`src/rtl/mem_arb_pkg.sv`:
```
// mem_arb_pkg: shared types and constants for the memory port arbiter.
//   arb_state_e : sequencer states (IDLE, BUSY, DONE)
//   owner_e     : which requester holds the memory port
//   SZ_*        : store/load size encoding used by the control unit (s_length)
package mem_arb_pkg;

    localparam int unsigned DATA_W = 32;
    localparam int unsigned BE_W   = DATA_W / 8;

    typedef enum logic [1:0] {
        IDLE = 2'd0,
        BUSY = 2'd1,
        DONE = 2'd2
    } arb_state_e;

    typedef enum logic {
        OWN_IF  = 1'b0,
        OWN_LSU = 1'b1
    } owner_e;

    localparam logic [1:0] SZ_BYTE = 2'b00;
    localparam logic [1:0] SZ_HALF = 2'b01;
    localparam logic [1:0] SZ_WORD = 2'b10;

endpackage

```
`src/rtl/mem_port_arbiter_if.sv`:
```
// mem_port_arbiter_if: bundles the fetch, load/store and memory-side signals.
//   modport slave  : the arbiter (takes requests, drives the memory port)
//   modport master : the environment (core requesters plus the memory)
interface mem_port_arbiter_if
    import mem_arb_pkg::*;
#(
    parameter int unsigned ADDR_W = 32
) ();

    // fetch requester
    logic              if_req;
    logic [ADDR_W-1:0] if_addr;
    logic [DATA_W-1:0] if_rdata;
    logic              if_ack;
    logic              if_err;

    // load/store requester
    logic              lsu_req;
    logic              lsu_wren;
    logic [ADDR_W-1:0] lsu_addr;
    logic [DATA_W-1:0] lsu_wdata;
    logic [1:0]        lsu_size;
    logic [DATA_W-1:0] lsu_rdata;
    logic              lsu_ack;
    logic              lsu_err;

    // shared memory port
    logic              mem_req;
    logic              mem_we;
    logic [ADDR_W-1:0] mem_addr;
    logic [BE_W-1:0]   mem_be;
    logic [DATA_W-1:0] mem_wdata;
    logic [DATA_W-1:0] mem_rdata;
    logic              mem_ack;

    modport slave (
        input  if_req, if_addr,
        output if_rdata, if_ack, if_err,
        input  lsu_req, lsu_wren, lsu_addr, lsu_wdata, lsu_size,
        output lsu_rdata, lsu_ack, lsu_err,
        output mem_req, mem_we, mem_addr, mem_be, mem_wdata,
        input  mem_rdata, mem_ack
    );

    modport master (
        output if_req, if_addr,
        input  if_rdata, if_ack, if_err,
        output lsu_req, lsu_wren, lsu_addr, lsu_wdata, lsu_size,
        input  lsu_rdata, lsu_ack, lsu_err,
        input  mem_req, mem_we, mem_addr, mem_be, mem_wdata,
        output mem_rdata, mem_ack
    );

endinterface

```
`src/rtl/mem_lane_align.sv`:
```
// mem_lane_align: combinational byte-lane steering for the granted request.
//   addr       in  low two address bits
//   size       in  SZ_BYTE / SZ_HALF / SZ_WORD (2'b11 illegal)
//   wdata      in  right-aligned store data
//   is_fetch   in  1 = instruction fetch (always a full word)
//   be         out byte enables
//   wdata_sh   out store data shifted onto its byte lanes
//   misaligned out access cannot be issued
module mem_lane_align
    import mem_arb_pkg::*;
(
    input  logic [1:0]        addr,
    input  logic [1:0]        size,
    input  logic [DATA_W-1:0] wdata,
    input  logic              is_fetch,
    output logic [BE_W-1:0]   be,
    output logic [DATA_W-1:0] wdata_sh,
    output logic              misaligned
);

    // lane enables and alignment rule per access size
    always_comb begin
        be         = '0;
        wdata_sh   = wdata << {addr, 3'b000};
        misaligned = 1'b0;
        if (is_fetch) begin
            be         = '1;
            wdata_sh   = '0;
            misaligned = (addr != 2'b00);
        end else begin
            case (size)
                SZ_BYTE: be = BE_W'(1) << addr;
                SZ_HALF: begin
                    be         = BE_W'(3) << addr;
                    misaligned = addr[0];
                end
                SZ_WORD: begin
                    be         = '1;
                    misaligned = (addr != 2'b00);
                end
                default: misaligned = 1'b1;
            endcase
        end
    end

endmodule

```
`src/rtl/mem_port_arbiter.sv`:
```
// mem_port_arbiter: round-robin arbiter between fetch and load/store for one
// shared memory port with a req/ack (wait-state tolerant) handshake.
//   clk, rst : clock (rising edge), asynchronous active-high reset
//   bus      : mem_port_arbiter_if.slave (fetch, lsu and memory signals)
// Optional feature: define MEM_ARB_TIMEOUT_EN to abort a memory access that
// has waited TIMEOUT cycles without mem_ack (completes with err=1, rdata=0).
module mem_port_arbiter
    import mem_arb_pkg::*;
#(
    parameter int unsigned ADDR_W = 32
`ifdef MEM_ARB_TIMEOUT_EN
    ,
    parameter int unsigned TIMEOUT = 255
`endif
) (
    input  logic              clk,
    input  logic              rst,
    mem_port_arbiter_if.slave bus
);

    arb_state_e        state_q, state_d;
    owner_e            owner_q, owner_d;
    logic              last_lsu_q, last_lsu_d;
    logic              mem_req_q, mem_req_d;
    logic              mem_we_q, mem_we_d;
    logic [ADDR_W-1:0] mem_addr_q, mem_addr_d;
    logic [BE_W-1:0]   mem_be_q, mem_be_d;
    logic [DATA_W-1:0] mem_wdata_q, mem_wdata_d;
    logic [DATA_W-1:0] if_rdata_q, if_rdata_d;
    logic [DATA_W-1:0] lsu_rdata_q, lsu_rdata_d;
    logic              if_ack_q, if_ack_d, if_err_q, if_err_d;
    logic              lsu_ack_q, lsu_ack_d, lsu_err_q, lsu_err_d;

`ifdef MEM_ARB_TIMEOUT_EN
    localparam int unsigned CNT_W = $clog2(TIMEOUT + 1);
    logic [CNT_W-1:0]  cnt_q, cnt_d;
`endif

    // grant mux: on a tie the requester not served last wins
    logic              grant_lsu;
    logic [ADDR_W-1:0] sel_addr;
    logic [BE_W-1:0]   al_be;
    logic [DATA_W-1:0] al_wdata;
    logic              al_misaligned;

    assign grant_lsu = bus.lsu_req && (!bus.if_req || !last_lsu_q);
    assign sel_addr  = grant_lsu ? bus.lsu_addr : bus.if_addr;

    mem_lane_align u_align (
        .addr       (sel_addr[1:0]),
        .size       (bus.lsu_size),
        .wdata      (bus.lsu_wdata),
        .is_fetch   (!grant_lsu),
        .be         (al_be),
        .wdata_sh   (al_wdata),
        .misaligned (al_misaligned)
    );

    // completion bookkeeping shared by error, timeout and normal finish
    logic              fin, fin_lsu, fin_err;
    logic [DATA_W-1:0] fin_data;

    // next state and next register values
    always_comb begin
        state_d     = state_q;
        owner_d     = owner_q;
        last_lsu_d  = last_lsu_q;
        mem_req_d   = mem_req_q;
        mem_we_d    = mem_we_q;
        mem_addr_d  = mem_addr_q;
        mem_be_d    = mem_be_q;
        mem_wdata_d = mem_wdata_q;
        if_rdata_d  = if_rdata_q;
        lsu_rdata_d = lsu_rdata_q;
        if_ack_d    = 1'b0;
        if_err_d    = 1'b0;
        lsu_ack_d   = 1'b0;
        lsu_err_d   = 1'b0;
        fin         = 1'b0;
        fin_lsu     = (owner_q == OWN_LSU);
        fin_err     = 1'b0;
        fin_data    = '0;
`ifdef MEM_ARB_TIMEOUT_EN
        cnt_d       = cnt_q;
`endif
        case (state_q)
            IDLE: begin
                if (bus.if_req || bus.lsu_req) begin
                    owner_d     = grant_lsu ? OWN_LSU : OWN_IF;
                    last_lsu_d  = grant_lsu;
                    mem_we_d    = grant_lsu && bus.lsu_wren;
                    mem_addr_d  = {sel_addr[ADDR_W-1:2], 2'b00};
                    mem_be_d    = al_be;
                    mem_wdata_d = al_wdata;
                    if (al_misaligned) begin
                        // rejected without touching memory
                        state_d = DONE;
                        fin     = 1'b1;
                        fin_lsu = grant_lsu;
                        fin_err = 1'b1;
                    end else begin
                        state_d   = BUSY;
                        mem_req_d = 1'b1;
`ifdef MEM_ARB_TIMEOUT_EN
                        cnt_d     = '0;
`endif
                    end
                end
            end
            BUSY: begin
                if (bus.mem_ack) begin
                    state_d   = DONE;
                    mem_req_d = 1'b0;
                    fin       = 1'b1;
                    fin_data  = bus.mem_rdata;
                end
`ifdef MEM_ARB_TIMEOUT_EN
                else if (cnt_q == CNT_W'(TIMEOUT - 1)) begin
                    state_d   = DONE;
                    mem_req_d = 1'b0;
                    fin       = 1'b1;
                    fin_err   = 1'b1;
                end else begin
                    cnt_d = cnt_q + CNT_W'(1);
                end
`endif
            end
            DONE:    state_d = IDLE;
            default: state_d = IDLE;
        endcase

        if (fin) begin
            if (fin_lsu) begin
                lsu_ack_d   = 1'b1;
                lsu_err_d   = fin_err;
                lsu_rdata_d = fin_data;
            end else begin
                if_ack_d    = 1'b1;
                if_err_d    = fin_err;
                if_rdata_d  = fin_data;
            end
        end
    end

    // state and output registers
    always_ff @(posedge clk or posedge rst) begin
        if (rst) begin
            state_q     <= IDLE;
            owner_q     <= OWN_IF;
            last_lsu_q  <= 1'b1;
            mem_req_q   <= 1'b0;
            mem_we_q    <= 1'b0;
            mem_addr_q  <= '0;
            mem_be_q    <= '0;
            mem_wdata_q <= '0;
            if_rdata_q  <= '0;
            lsu_rdata_q <= '0;
            if_ack_q    <= 1'b0;
            if_err_q    <= 1'b0;
            lsu_ack_q   <= 1'b0;
            lsu_err_q   <= 1'b0;
`ifdef MEM_ARB_TIMEOUT_EN
            cnt_q       <= '0;
`endif
        end else begin
            state_q     <= state_d;
            owner_q     <= owner_d;
            last_lsu_q  <= last_lsu_d;
            mem_req_q   <= mem_req_d;
            mem_we_q    <= mem_we_d;
            mem_addr_q  <= mem_addr_d;
            mem_be_q    <= mem_be_d;
            mem_wdata_q <= mem_wdata_d;
            if_rdata_q  <= if_rdata_d;
            lsu_rdata_q <= lsu_rdata_d;
            if_ack_q    <= if_ack_d;
            if_err_q    <= if_err_d;
            lsu_ack_q   <= lsu_ack_d;
            lsu_err_q   <= lsu_err_d;
`ifdef MEM_ARB_TIMEOUT_EN
            cnt_q       <= cnt_d;
`endif
        end
    end

    assign bus.mem_req   = mem_req_q;
    assign bus.mem_we    = mem_we_q;
    assign bus.mem_addr  = mem_addr_q;
    assign bus.mem_be    = mem_be_q;
    assign bus.mem_wdata = mem_wdata_q;
    assign bus.if_rdata  = if_rdata_q;
    assign bus.if_ack    = if_ack_q;
    assign bus.if_err    = if_err_q;
    assign bus.lsu_rdata = lsu_rdata_q;
    assign bus.lsu_ack   = lsu_ack_q;
    assign bus.lsu_err   = lsu_err_q;

endmodule

```
`src/flat_wrapper.sv`:
```
// flat-port wrapper written by rule: the top's interface ports become plain ports
module mem_port_arbiter_flat import mem_arb_pkg::*;
#(
    parameter int unsigned ADDR_W = 32

)
  (clk, rst, bus_if_req, bus_if_addr, bus_if_rdata, bus_if_ack, bus_if_err, bus_lsu_req, bus_lsu_wren, bus_lsu_addr, bus_lsu_wdata, bus_lsu_size, bus_lsu_rdata, bus_lsu_ack, bus_lsu_err, bus_mem_req, bus_mem_we, bus_mem_addr, bus_mem_be, bus_mem_wdata, bus_mem_rdata, bus_mem_ack);
  mem_port_arbiter_if #(.ADDR_W(ADDR_W)) bus_i ();
  input  logic clk;
  input  logic rst;
  input wire logic [$bits(bus_i.if_req)-1:0] bus_if_req;
  input wire logic [$bits(bus_i.if_addr)-1:0] bus_if_addr;
  output wire logic [$bits(bus_i.if_rdata)-1:0] bus_if_rdata;
  output wire logic [$bits(bus_i.if_ack)-1:0] bus_if_ack;
  output wire logic [$bits(bus_i.if_err)-1:0] bus_if_err;
  input wire logic [$bits(bus_i.lsu_req)-1:0] bus_lsu_req;
  input wire logic [$bits(bus_i.lsu_wren)-1:0] bus_lsu_wren;
  input wire logic [$bits(bus_i.lsu_addr)-1:0] bus_lsu_addr;
  input wire logic [$bits(bus_i.lsu_wdata)-1:0] bus_lsu_wdata;
  input wire logic [$bits(bus_i.lsu_size)-1:0] bus_lsu_size;
  output wire logic [$bits(bus_i.lsu_rdata)-1:0] bus_lsu_rdata;
  output wire logic [$bits(bus_i.lsu_ack)-1:0] bus_lsu_ack;
  output wire logic [$bits(bus_i.lsu_err)-1:0] bus_lsu_err;
  output wire logic [$bits(bus_i.mem_req)-1:0] bus_mem_req;
  output wire logic [$bits(bus_i.mem_we)-1:0] bus_mem_we;
  output wire logic [$bits(bus_i.mem_addr)-1:0] bus_mem_addr;
  output wire logic [$bits(bus_i.mem_be)-1:0] bus_mem_be;
  output wire logic [$bits(bus_i.mem_wdata)-1:0] bus_mem_wdata;
  input wire logic [$bits(bus_i.mem_rdata)-1:0] bus_mem_rdata;
  input wire logic [$bits(bus_i.mem_ack)-1:0] bus_mem_ack;
  assign bus_i.if_req = bus_if_req;
  assign bus_i.if_addr = bus_if_addr;
  assign bus_if_rdata = bus_i.if_rdata;
  assign bus_if_ack = bus_i.if_ack;
  assign bus_if_err = bus_i.if_err;
  assign bus_i.lsu_req = bus_lsu_req;
  assign bus_i.lsu_wren = bus_lsu_wren;
  assign bus_i.lsu_addr = bus_lsu_addr;
  assign bus_i.lsu_wdata = bus_lsu_wdata;
  assign bus_i.lsu_size = bus_lsu_size;
  assign bus_lsu_rdata = bus_i.lsu_rdata;
  assign bus_lsu_ack = bus_i.lsu_ack;
  assign bus_lsu_err = bus_i.lsu_err;
  assign bus_mem_req = bus_i.mem_req;
  assign bus_mem_we = bus_i.mem_we;
  assign bus_mem_addr = bus_i.mem_addr;
  assign bus_mem_be = bus_i.mem_be;
  assign bus_mem_wdata = bus_i.mem_wdata;
  assign bus_i.mem_rdata = bus_mem_rdata;
  assign bus_i.mem_ack = bus_mem_ack;
  mem_port_arbiter #(.ADDR_W(ADDR_W)) u_core (.clk(clk), .rst(rst), .bus(bus_i));
endmodule
```
`config.mk`:
```
export PLATFORM = sky130hd
export DESIGN_NAME = mem_port_arbiter_flat
export DESIGN_NICKNAME = d
export VERILOG_FILES = /design/src/rtl/mem_arb_pkg.sv /design/src/rtl/mem_port_arbiter_if.sv /design/src/rtl/mem_lane_align.sv /design/src/rtl/mem_port_arbiter.sv /design/src/flat_wrapper.sv
export SDC_FILE = /design/constraint.sdc
export NUM_CORES = 1
export LEC_CHECK = 0
export ABC_AREA = 1
export BUFFER_PORTS_ARGS = -buffer_cell sky130_fd_sc_hd__buf_2
export CAP_MARGIN = 20
export CORE_ASPECT_RATIO = 1.4
export CORE_MARGIN = 5
export CORE_UTILIZATION = 43
export CTS_CLUSTER_DIAMETER = 150
export DETAILED_ROUTE_END_ITERATION = 8
export PLACE_DENSITY = 0.76
export SYNTH_ARGS = -nofsm -noshare
export SYNTH_HDL_FRONTEND = slang
export SYNTH_SLANG_ARGS = --single-unit
```
`constraint.sdc`:
```
create_clock -name clk -period 3.9 [get_ports clk]
set_input_delay 0.39 -clock clk [delete_from_list [all_inputs] [get_ports clk]]
set_output_delay 0.39 -clock clk [all_outputs]
set_load 0.01 [all_outputs]
```
==> results of run 1 <==
==> layout make-up <==
cell class	count	area share (%)
sequential	140	41.79
multi-input combinational	559	28.17
timing repair buffer	281	17.40
clock buffer	19	5.282
tap	189	2.820
inverter	59	2.686
clock inverter	13	1.850
==> metal layers <==
layer	GRT usage, %	up-vias	share of wire, %
met5	0	-	0
met4	7.503	0	2.2
met3	4.826	34	7.4
met2	36.00	243	50
met1	26.10	2840	40
li1	-	2998	-
==> Yosys cell counts (3+ instances only) <==
| cell | count |
|---|---|
| sky130_fd_sc_hd__nand2_1 | 334 |
| sky130_fd_sc_hd__inv_1 | 56 |
| sky130_fd_sc_hd__nand3_1 | 41 |
| sky130_fd_sc_hd__a21oi_1 | 4 |
| sky130_fd_sc_hd__clkbuf_1 | 25 |
| sky130_fd_sc_hd__nor2_1 | 71 |
| sky130_fd_sc_hd__nand2_4 | 3 |
| sky130_fd_sc_hd__o31ai_1 | 9 |
| sky130_fd_sc_hd__o21ai_0 | 85 |
| sky130_fd_sc_hd__dfrtp_1 | 139 |
| sky130_fd_sc_hd__nand2_2 | 4 |
| sky130_fd_sc_hd__buf_4 | 10 |
| sky130_fd_sc_hd__buf_2 | 10 |
| sky130_fd_sc_hd__inv_2 | 3 |
==> power breakdown <==
part / switching [mW] / total, mW / internal, mW
Combinational: 1.53 / 2.35 / 0.814
Sequential: 0.316 / 2.35 / 2.04
Clock: 0.656 / 1.63 / 0.974
==> kinds of logic (layout without fill, tap and decap cells) <==
kind of cell	count (synthesis)	after routing	synth area share, %
buffers and inverters	105	372	7.055
and+or+nand+nor	455	455	28.66
other	1	2	0.05956
DFF	140	140	55.66
AOI/OAI and AO/OA	102	102	8.565
==> worst max-delay path: stages, from the launching register on <==
cell                      delay, ns
sky130_fd_sc_hd__dfstp_2       0.54
sky130_fd_sc_hd__nand2_1       0.11
sky130_fd_sc_hd__nand2_4       0.33
sky130_fd_sc_hd__inv_2         0.31
sky130_fd_sc_hd__o21ai_1       0.19
sky130_fd_sc_hd__nand2_1       0.10
sky130_fd_sc_hd__nand2_2       0.10
sky130_fd_sc_hd__nand2_2       0.07
sky130_fd_sc_hd__nand2_2       0.11
sky130_fd_sc_hd__nand2_4       0.24
sky130_fd_sc_hd__inv_2         0.52
sky130_fd_sc_hd__nand2_1       0.11
sky130_fd_sc_hd__nand2_1       0.10
==> worst paths after layout <==
check,start,depth (start not counted),end
min in group asynchronous,rst,3,u_core.bus.if_ack
min,bus_mem_ack,2,u_core.state_q[0]
max,u_core.last_lsu_q,12,u_core.bus.if_rdata[24]
min reg2reg,u_core.bus.lsu_rdata[3],2,u_core.bus.lsu_rdata[3]
max reg2reg,u_core.last_lsu_q,12,u_core.bus.if_rdata[24]
max in group asynchronous,rst,5,u_core.bus.mem_wdata[0]
==> placed cells by master (no fill, tap or decap) <==
cell type                       synthesis  layout
sky130_fd_sc_hd__nand2_1              334     334
sky130_fd_sc_hd__buf_2                 10     271
sky130_fd_sc_hd__dfrtp_1              139     139
sky130_fd_sc_hd__o21ai_0               85      85
sky130_fd_sc_hd__nor2_1                71      71
sky130_fd_sc_hd__inv_1                 56      55
sky130_fd_sc_hd__nand3_1               41      41
sky130_fd_sc_hd__clkbuf_16              0      17
sky130_fd_sc_hd__o31ai_1                9       9
sky130_fd_sc_hd__buf_4                 10       7
sky130_fd_sc_hd__nand2_2                4       4
sky130_fd_sc_hd__a21oi_1                4       4
sky130_fd_sc_hd__clkinvlp_4             0       4
sky130_fd_sc_hd__inv_6                  0       4
sky130_fd_sc_hd__nand2_4                3       3
sky130_fd_sc_hd__inv_2                  3       3
sky130_fd_sc_hd__clkinv_4               0       3
sky130_fd_sc_hd__nand3_2                2       2
sky130_fd_sc_hd__conb_1                 1       2
sky130_fd_sc_hd__bufinv_16              0       2
sky130_fd_sc_hd__buf_12                 0       2
sky130_fd_sc_hd__o21ai_4                0       1
sky130_fd_sc_hd__o21ai_1                2       1
sky130_fd_sc_hd__a21boi_0               1       1
sky130_fd_sc_hd__a22o_1                 1       1
sky130_fd_sc_hd__clkbuf_8               0       1
sky130_fd_sc_hd__clkbuf_1              25       1
sky130_fd_sc_hd__inv_8                  0       1
sky130_fd_sc_hd__dlygate4sd3_1          0       1
sky130_fd_sc_hd__dfstp_2                1       1
==> metrics by stage <==
stage / std cells / setup WS, ns / hold WS [ns] / utilization, % / power, mW
3_5_place_dp: 1226 / 0.9438 / 0.4536 / 53.71 / 4.734
5_1_grt: 1260 / 0.6497 / 0.1631 / 58.06 / 6.773
4_1_cts: 1258 / 0.9396 / 0.1524 / 57.85 / 6.392
6_report: 1260 / 0.9908 / 0.1695 / 58.06 / 6.329
2_1_floorplan: 804 / 1.762 / 0.4481 / - / 3.753
3_3_place_gp: 1226 / 1.004 / 0.4490 / 53.71 / 4.677
==> flip-flops by register name (all words and copies together), names as in the netlist <==
name / cells
u_core.bus.mem_addr: 30
u_core.bus.if_err: 1
u_core.bus.mem_req: 1
u_core.bus.lsu_rdata: 32
u_core.owner_q: 1
u_core.bus.if_rdata: 32
u_core.bus.if_ack: 1
u_core.bus.mem_we: 1
u_core.bus.lsu_ack: 1
u_core.last_lsu_q: 1
u_core.state_q: 2
u_core.bus.mem_be: 4
u_core.bus.lsu_err: 1
u_core.bus.mem_wdata: 32
==> metrics.log, run 1 <==
[metrics] worst-case headroom to the max-slew limit: 51.63%
[metrics] share of flip-flops with an asynchronous set or reset after synthesis: 100.0%
[metrics] area inside the core boundary: 14440 sq um
[metrics] Total Neg Setup Slack: 0 ns
[metrics] total setup buffers inserted after CTS: 0
[metrics] die area: 17200 sq um
[metrics] number of vias per cell after detailed routing: 4.853
[metrics] largest net degree at the start of global routing: 68
[metrics] Worst Setup Start Kind: register
[metrics] share of the synthesized area in the top cell type: a little under three fifths
[metrics] I/O Buffers: 271
[metrics] Clock H-tree levels: 4
[metrics] combined flip-flop and latch cell area: 3505 sq um
[metrics] Reg clk slew, reported paths: roughly 0.06 ns
[metrics] post-detail-place hpwl: between 10000 and 15000 um
[metrics] gate count after technology mapping: approximately 800
[metrics] CTS tree: done
[metrics] final net count: ~1200
[metrics] main flop type after synthesis: sky130_fd_sc_hd__dfrtp_1
[metrics] Placement Rows: between 50 and 60
[metrics] unrepaired setup endpoints after global routing: false
[metrics] mean instance size in the synthesized netlist: 7.841 sq um
[metrics] leakage power total: just under 5 nW
[metrics] Worst Path Max Fanout: 36
[metrics] number of vias in the routed layout: slightly above 6000
[metrics] Unique masters post-synth: 21
[metrics] fraction of final layout cells with drive strength greater than 1: 30.44%
[metrics] top achievable clock speed: approximately 0.34 GHz
[metrics] Layout fillers: 1362
[metrics] total I/O pin count: between 200 and 300
[metrics] area of the multi-input gates: 2362 sq um
[metrics] Final setup viols: 0
[metrics] initial antenna violation count: 0
[metrics] count of final hold-check violations: 0
[metrics] count of antenna-violating nets left after detailed routing: 0
[metrics] wire length of the first global-routing pass: just under 30000 um
[metrics] outcome: completed
[metrics] post-synth top area cell: sky130_fd_sc_hd__dfrtp_1
[metrics] post-synthesis register bit count: 140
[metrics] area added between synthesis and finish: 33.19%
[metrics] sink count of the clock tree: 140
[metrics] antenna diode count: 0
[metrics] total clock buffers created by CTS: 17
[metrics] number of maximum-capacitance constraint violations: 0
[metrics] Post-Synthesis Cell Area: between 6000 and 7000 sq um
[metrics] quantity of gates resized following cts: 0
[metrics] GR Util All Layers: 21.07%
[metrics] hold buffer count at CTS: 0
[metrics] count of final max-slew check failures: 0
[metrics] final routed DRC violation total: 0
[metrics] Slew @ Worst Pin: 0.7247 ns
[metrics] Yosys warning count: 0
[metrics] floorplan die width: ~110 um
[metrics] Final Instance Area: 8386 sq um
[metrics] wire per inst: 14.67 um
[metrics] Detailed Routing Iterations Pass 1: 5
[metrics] Clock Tree Buf Depth: 2
[metrics] clock tree root buffer cell: sky130_fd_sc_hd__clkbuf_16
[metrics] via count of the first global-routing pass: 5990
[metrics] cell area after placement: a little under 8000 sq um
[metrics] flop-to-flop setup slack: 0.99 ns
[metrics] start-to-end type of the worst setup path: reg2reg
[metrics] sum of routed wire length over all layers: 18490 um
[metrics] proportion of synthesized chip area in sequential cells: 55.66%
[metrics] min cycle time layout: 2.909 ns
[metrics] Starting Density: 43.59%
[metrics] clock network latency to the later pin of the worst-skew pair: about 0.42 ns
[metrics] Cell Pwr Density: 754.7 nW/um^2
[metrics] Critical Path End Type: register
[metrics] CP required: roughly 4.3 ns
[metrics] Die Ht: ~150 um
[metrics] remaining global-route overflow: 0
[metrics] leading cell types by total area after synthesis: sky130_fd_sc_hd__dfrtp_1, sky130_fd_sc_hd__nand2_1, sky130_fd_sc_hd__o21ai_0, sky130_fd_sc_hd__nor2_1, sky130_fd_sc_hd__inv_1
[metrics] worst clock skew: 0.01600 ns
[metrics] Tcrit/Tclk final: between 70% and 80%
[metrics] data arrival time of the critical path: 3.26 ns
[metrics] global placer's final weighted congestion: ~0.85
[metrics] maximum resistive drop on vdd: 0.0005130 V
[metrics] detailed router's first-iteration violation count: between 300 and 400
[metrics] worst min-delay path category: in2reg
[metrics] number of enable flip-flop cells after synthesis: 0
(Power assumes the default switching activity.)
==> run 2, diff against run 1 <==
Clock period 3.9 ns to 2.34 ns, I/O delays scaled along.
==> run 2 against run 1 <==
  * Total power rose by 72%
  * Combinational power rose by 72%
  * Worst setup slack got worse by 0.83 ns
  * Largest power group is now combinational logic
  * Highest routed layer unchanged
==> metrics.log, run 2 (synthesis gave the netlist of run 1 again) <==
[metrics] outcome: completed
[metrics] Worst Setup Start Kind: register
[metrics] floorplan die width: between 100 and 150 um
[metrics] min cycle time layout: 2.175 ns
[metrics] total setup buffers inserted after CTS: 0
[metrics] worst clock skew: 0.009899 ns
[metrics] number of buffers and inverters on the critical path: 2
[metrics] area of the multi-input gates: 2371 sq um
[metrics] cell area after placement: 7835 sq um
[metrics] area inside the core boundary: 14440 sq um
[metrics] number of vias per cell after detailed routing: 4.886
[metrics] final critical-path setup slack: 0.1652 ns
[metrics] number of vias in the routed layout: 6186
[metrics] Placement Rows: 52
[metrics] data arrival time of the critical path: 2.50 ns
[metrics] kind of cell with the highest combined delay on the critical path: simple AND/OR/NAND/NOR gates
[metrics] ordered cell list for the critical path: nand2_1, nand2_4, nand2_1, nand2_1, buf_4, inv_1, o21ai_0, nand3_1, a21oi_1
[metrics] final net count: 1200
[metrics] count of antenna-violating nets left after detailed routing: 0
[metrics] unrepaired setup endpoints after global routing: false
[metrics] largest net degree at the start of global routing: between 60 and 70
[metrics] Critical Path End Type: register
[metrics] setup slack at placement: a little under 0.05 ns
[metrics] Slew @ Worst Pin: 0.7171 ns
[metrics] CP most frequent cell: sky130_fd_sc_hd__nand2_1
[metrics] Clock H-tree levels: 4
[metrics] worst-case headroom to the max-slew limit: 52.19%
[metrics] Tcrit/Tclk final: 92.94%
[metrics] total I/O pin count: 274
[metrics] clock tree root buffer cell: sky130_fd_sc_hd__clkbuf_16
[metrics] leakage power total: 4.989 nW
[metrics] GR Util All Layers: 21.76%
[metrics] count of final hold-check violations: 0
[metrics] Cell Pwr Density: 1282 nW/um^2
[metrics] total clock buffers created by CTS: 17
[metrics] Final Instance Area: between 8000 and 9000 sq um
[metrics] Die Ht: between 150 and 200 um
[metrics] Reg clk slew, reported paths: 0.06 ns
[metrics] initial antenna violation count: 1
[metrics] Layout fillers: 1395
[metrics] top achievable clock speed: 0.4598 GHz
[metrics] Slowest-stage cell, CP: sky130_fd_sc_hd__dfstp_2
[metrics] Detailed Routing Iterations Pass 1: 6
[metrics] sum of routed wire length over all layers: 18880 um
[metrics] wire length of the first global-routing pass: 30420 um
[metrics] fraction of final layout cells with drive strength greater than 1: 30.76%
[metrics] combined flip-flop and latch cell area: 3505 sq um
[metrics] area added between synthesis and finish: 35.19%
[metrics] start-to-end type of the worst setup path: reg2reg
[metrics] Worst Path Max Fanout: 19
[metrics] worst min-delay path category: in2reg
[metrics] post-detail-place hpwl: 13600 um
[metrics] die area: between 15000 and 20000 sq um
[metrics] via count of the first global-routing pass: between 5000 and 6000
[metrics] final routed DRC violation total: 0
[metrics] wire per inst: 14.92 um
[metrics] clock network latency to the later pin of the worst-skew pair: 0.41 ns
[metrics] count of final max-slew check failures: 0
[metrics] Total Neg Setup Slack: 0 ns
[metrics] remaining global-route overflow: 0
[metrics] CP max stage delay: 0.53 ns
[metrics] CTS tree: done
[metrics] number of maximum-capacitance constraint violations: 0
[metrics] I/O Buffers: 271
[metrics] CP required: 2.67 ns
[metrics] Starting Density: between 40% and 50%
[metrics] Clock Tree Buf Depth: 2
[metrics] sink count of the clock tree: 140
[metrics] commonest non-fill, non-tap cell in the layout: sky130_fd_sc_hd__nand2_1
[metrics] maximum resistive drop on vdd: slightly below 0.001 V
[metrics] global placer's final weighted congestion: just under 0.9
[metrics] detailed router's first-iteration violation count: 370
[metrics] commonest cells after routing, fill and taps aside: sky130_fd_sc_hd__nand2_1, sky130_fd_sc_hd__buf_2, sky130_fd_sc_hd__dfrtp_1, sky130_fd_sc_hd__o21ai_0, sky130_fd_sc_hd__nor2_1
[metrics] Final setup viols: 0
[run 2: cell count changes in the layout (fill, tap and decap cells not counted), sizes merged]
| cell | before | now |
|---|---|---|
| clkbuf | 19 | 18 |
| diode | 0 | 1 |
| bufinv | 2 | 5 |
| clkinv | 3 | 4 |
| buf | 280 | 286 |
| inv | 63 | 59 |
[run 2: stage by stage]
stage | cells | total power, mW | hold slack, ns | utilization (%)
floorplan | 804 | 6.255 | 0.3203 | -
global placement | 1233 | 7.899 | 0.3052 | 54.24
detailed placement | 1233 | 8.002 | 0.3120 | 54.24
CTS | 1265 | 10.98 | 0.002926 | 58.78
global route | 1266 | 11.64 | 0.01344 | 58.93
finish | 1266 | 10.91 | 0.02429 | 58.93
[run 2: final cells by class]
cell class	instances	area share (%)
timing repair buffer	287	17.90
clock inverter	13	2.543
multi-input combinational	559	27.86
tap	189	2.778
clock buffer	18	5.042
inverter	59	2.675
sequential	140	41.17
antenna	1	0.02940
[run 2: repair_timing]
action / in CTS / in global routing
hold buffers: 1 / 0
endpoints found under the hold margin: 20 / 0
resized for setup: 0 / 5
setup endpoints to repair: 0 / 64
[run 2: worst paths after layout]
check	cells after the start	to	from	slack, ns
max	9	u_core.bus.mem_be[2]	u_core.last_lsu_q	0.17
min	2	u_core.state_q[0]	bus_mem_ack	0.02
max reg2reg	9	u_core.bus.mem_be[2]	u_core.last_lsu_q	0.17
min reg2reg	2	u_core.bus.lsu_rdata[3]	u_core.bus.lsu_rdata[3]	0.46
max in group asynchronous	4	u_core.last_lsu_q	rst	1.20
min in group asynchronous	3	u_core.bus.mem_addr[7]	rst	0.44
[run 2: power breakdown]
| part | internal, mW | switching (mW) | leakage (nW) | total (mW) |
|---|---|---|---|---|
| clock network | 1.90 | 1.05 | 0.303 | 2.94 |
| registers | 3.39 | 0.518 | 1.82 | 3.91 |
| logic | 1.44 | 2.61 | 2.86 | 4.05 |
| total | 6.73 | 4.18 | 4.99 | 10.9 |
[run 2: routing by layer]
metal / vias up / wire length, um / track usage (%)
li1: 3006 / - / -
met1: 2894 / 7508 / 26.59
met2: 253 / 9536 / 37.08
met3: 33 / 1329 / 5.538
met4: 0 / 510 / 7.961
met5: - / 0 / 0
==> run 3, diff against run 2 <==
Settings changed: HOLD_SLACK_MARGIN from default to 0.08.
==> run 3 against run 2 <==
  * Clock skew decreased by 0.00067 ns
  * First-iteration DRC count increased by 11%
  * Clock power about the same
  * Critical path depth unchanged
  * Via count increased by 0.39%
  * Die area unchanged
  * Routed wire length decreased by 0.11%
  * Hold slack improved by 0.080 ns
  * Sequential share of layout area decreased by 0.085 points
  * Sequential power about the same
==> metrics.log, run 3 (synthesis gave the netlist of run 1 again) <==
[metrics] number of vias per cell after detailed routing: 4.901
[metrics] P_int: roughly 6.7 mW
[metrics] Detailed Routing Iterations Pass 1: 7
[metrics] Total Neg Setup Slack: 0 ns
[metrics] sum of routed wire length over all layers: ~19000 um
[metrics] I/O Buffers: between 200 and 300
[metrics] count of antenna-violating nets left after detailed routing: 0
[metrics] switching share of total power: 38.24%
[metrics] initial antenna violation count: 0
[metrics] maximum resistive drop on vdd: 0.0009599 V
[metrics] floorplan die width: 112.3 um
[metrics] Clock Tree Buf Depth: 2
[metrics] sequential share of power: 35.9%
[metrics] Placement Rows: 52
[metrics] Clock H-tree levels: 4
[metrics] global placer's final weighted congestion: 0.8680
[metrics] total clock buffers created by CTS: 17
[metrics] area inside the core boundary: 14440 sq um
[metrics] area added between synthesis and finish: 35.47%
[metrics] count of final hold-check violations: 0
[metrics] largest net degree at the start of global routing: 68
[metrics] total design power: 10.90 mW
[metrics] clock tree root buffer cell: sky130_fd_sc_hd__clkbuf_16
[metrics] count of final max-slew check failures: 0
[metrics] final hold slack: roughly 0.10 ns
[metrics] total setup buffers inserted after CTS: 0
[metrics] Critical Path End Type: register
[metrics] remaining global-route overflow: 0
[metrics] Reg clk slew, reported paths: 0.07 ns
[metrics] post-detail-place hpwl: 13600 um
[metrics] share of power burned in combinational logic: 37.1%
[metrics] data arrival time of the critical path: 2.49 ns
[metrics] detailed router's first-iteration violation count: 410
[metrics] wire per inst: around 15 um
[metrics] final routed DRC violation total: 0
[metrics] via count of the first global-routing pass: 6017
[metrics] Die Ht: 153.2 um
[metrics] final net count: 1202
[metrics] Worst Path Max Fanout: 19
[metrics] fraction of final layout cells with drive strength greater than 1: 30.71%
[metrics] total I/O pin count: 274
[metrics] Starting Density: 43.59%
[metrics] CTS tree: done
[metrics] start-to-end type of the worst setup path: reg2reg
[metrics] wire length of the first global-routing pass: 30500 um
[metrics] top achievable clock speed: about 0.46 GHz
[metrics] number of maximum-capacitance constraint violations: 0
[metrics] die area: 17200 sq um
[metrics] worst-case headroom to the max-slew limit: 52.93%
[metrics] clock network latency to the later pin of the worst-skew pair: 0.41 ns
[metrics] Tcrit/Tclk final: 92.38%
[metrics] worst min-delay path category: in2reg
[metrics] number of vias in the routed layout: roughly 6200
[metrics] Cell Pwr Density: 1278 nW/um^2
[metrics] antenna diode count: 0
[metrics] outcome: completed
[metrics] leakage power total: 4.998 nW
[metrics] unrepaired setup endpoints after global routing: false
[metrics] share of power burned in the clock network: approximately 27%
[metrics] Switching Power: 4.170 mW
[metrics] sink count of the clock tree: 140
[metrics] CP required: 2.67 ns
[metrics] worst clock skew: 0.009231 ns
[metrics] commonest non-fill, non-tap cell in the layout: sky130_fd_sc_hd__nand2_1
[metrics] GR Util All Layers: between 20% and 30%
[metrics] min cycle time layout: 2.162 ns
[metrics] Final setup viols: 0
[metrics] fraction of the core area covered by cells at the end of the flow: 59.05%
[metrics] Worst Setup Start Kind: register
[metrics] commonest cells after routing, fill and taps aside: sky130_fd_sc_hd__nand2_1, sky130_fd_sc_hd__buf_2, sky130_fd_sc_hd__dfrtp_1, sky130_fd_sc_hd__o21ai_0, sky130_fd_sc_hd__nor2_1
[metrics] Slew @ Worst Pin: 0.7061 ns
==> run 3: path summary, 6_finish.rpt <==
| check | from | endpoint | slack [ns] | depth (start not counted) |
|---|---|---|---|---|
| max in group asynchronous | rst | u_core.last_lsu_q | 1.20 | 4 |
| max reg2reg | u_core.last_lsu_q | u_core.bus.mem_be[2] | 0.18 | 9 |
| min | bus_lsu_addr[7] | u_core.bus.mem_addr[7] | 0.10 | 3 |
| min reg2reg | u_core.bus.lsu_rdata[3] | u_core.bus.lsu_rdata[3] | 0.46 | 2 |
| max | u_core.last_lsu_q | u_core.bus.mem_be[2] | 0.18 | 9 |
| min in group asynchronous | rst | u_core.bus.mem_addr[7] | 0.44 | 3 |
==> run 3: layer usage <==
metal / GRT usage, % / vias to the layer above / routed length, um
li1: - / 3010 / -
met2: 37.40 / 260 / 9692
met3: 5.459 / 23 / 1426
met1: 26.69 / 2917 / 7358
met4: 7.446 / 0 / 387
met5: 0 / - / 0
==> run 3: final cells by class <==
type,count,area (sq um)
clock buffers,18,429.2
clock inverters,13,216.5
fillers,1393,5914
inverters,59,227.7
multi-input cells,559,2371
flip-flops and latches,140,3505
well taps,189,236.5
repair buffers,289,1544
==> run 3: worst max-delay path: stages, from the launching register on <==
cell and delay, ns:
sky130_fd_sc_hd__dfstp_2 0.53, sky130_fd_sc_hd__nand2_1 0.12, sky130_fd_sc_hd__nand2_4 0.20, sky130_fd_sc_hd__nand2_1 0.08, sky130_fd_sc_hd__nand2_1 0.09, sky130_fd_sc_hd__buf_4 0.25, sky130_fd_sc_hd__inv_1 0.31, sky130_fd_sc_hd__o21ai_0 0.26
sky130_fd_sc_hd__nand3_1 0.11, sky130_fd_sc_hd__a21oi_1 0.14
==> run 3: power groups by stage <==
stage | sequential (mW) | clock, mW | combinational [mW]
final | 3.91 | 2.94 | 4.05
after CTS | 3.91 | 3.00 | 4.08
after global placement | 3.92 | 0 | 3.98
after global routing | 4.03 | 3.10 | 4.52
after detailed placement | 3.92 | 0 | 4.08
after floorplan | 4.35 | 0 | 1.91
==> run 3: what timing repair did <==
action | in CTS | in global routing
gates resized for setup | 0 | 5
endpoints found under the hold margin | 22 | 0
hold buffers | 3 | 0
setup endpoints to repair | 0 | 64
==> run 3: through the flow <==
step | instances | area [sq um] | setup WS (ns)
after floorplan | 804 | 6304 | 0.3577
after global placement | 1233 | 7835 | 0.1704
after detailed placement | 1233 | 7835 | 0.04896
after CTS | 1267 | 8511 | 0.02613
after global routing | 1267 | 8529 | 0.007985
final | 1267 | 8529 | 0.1783
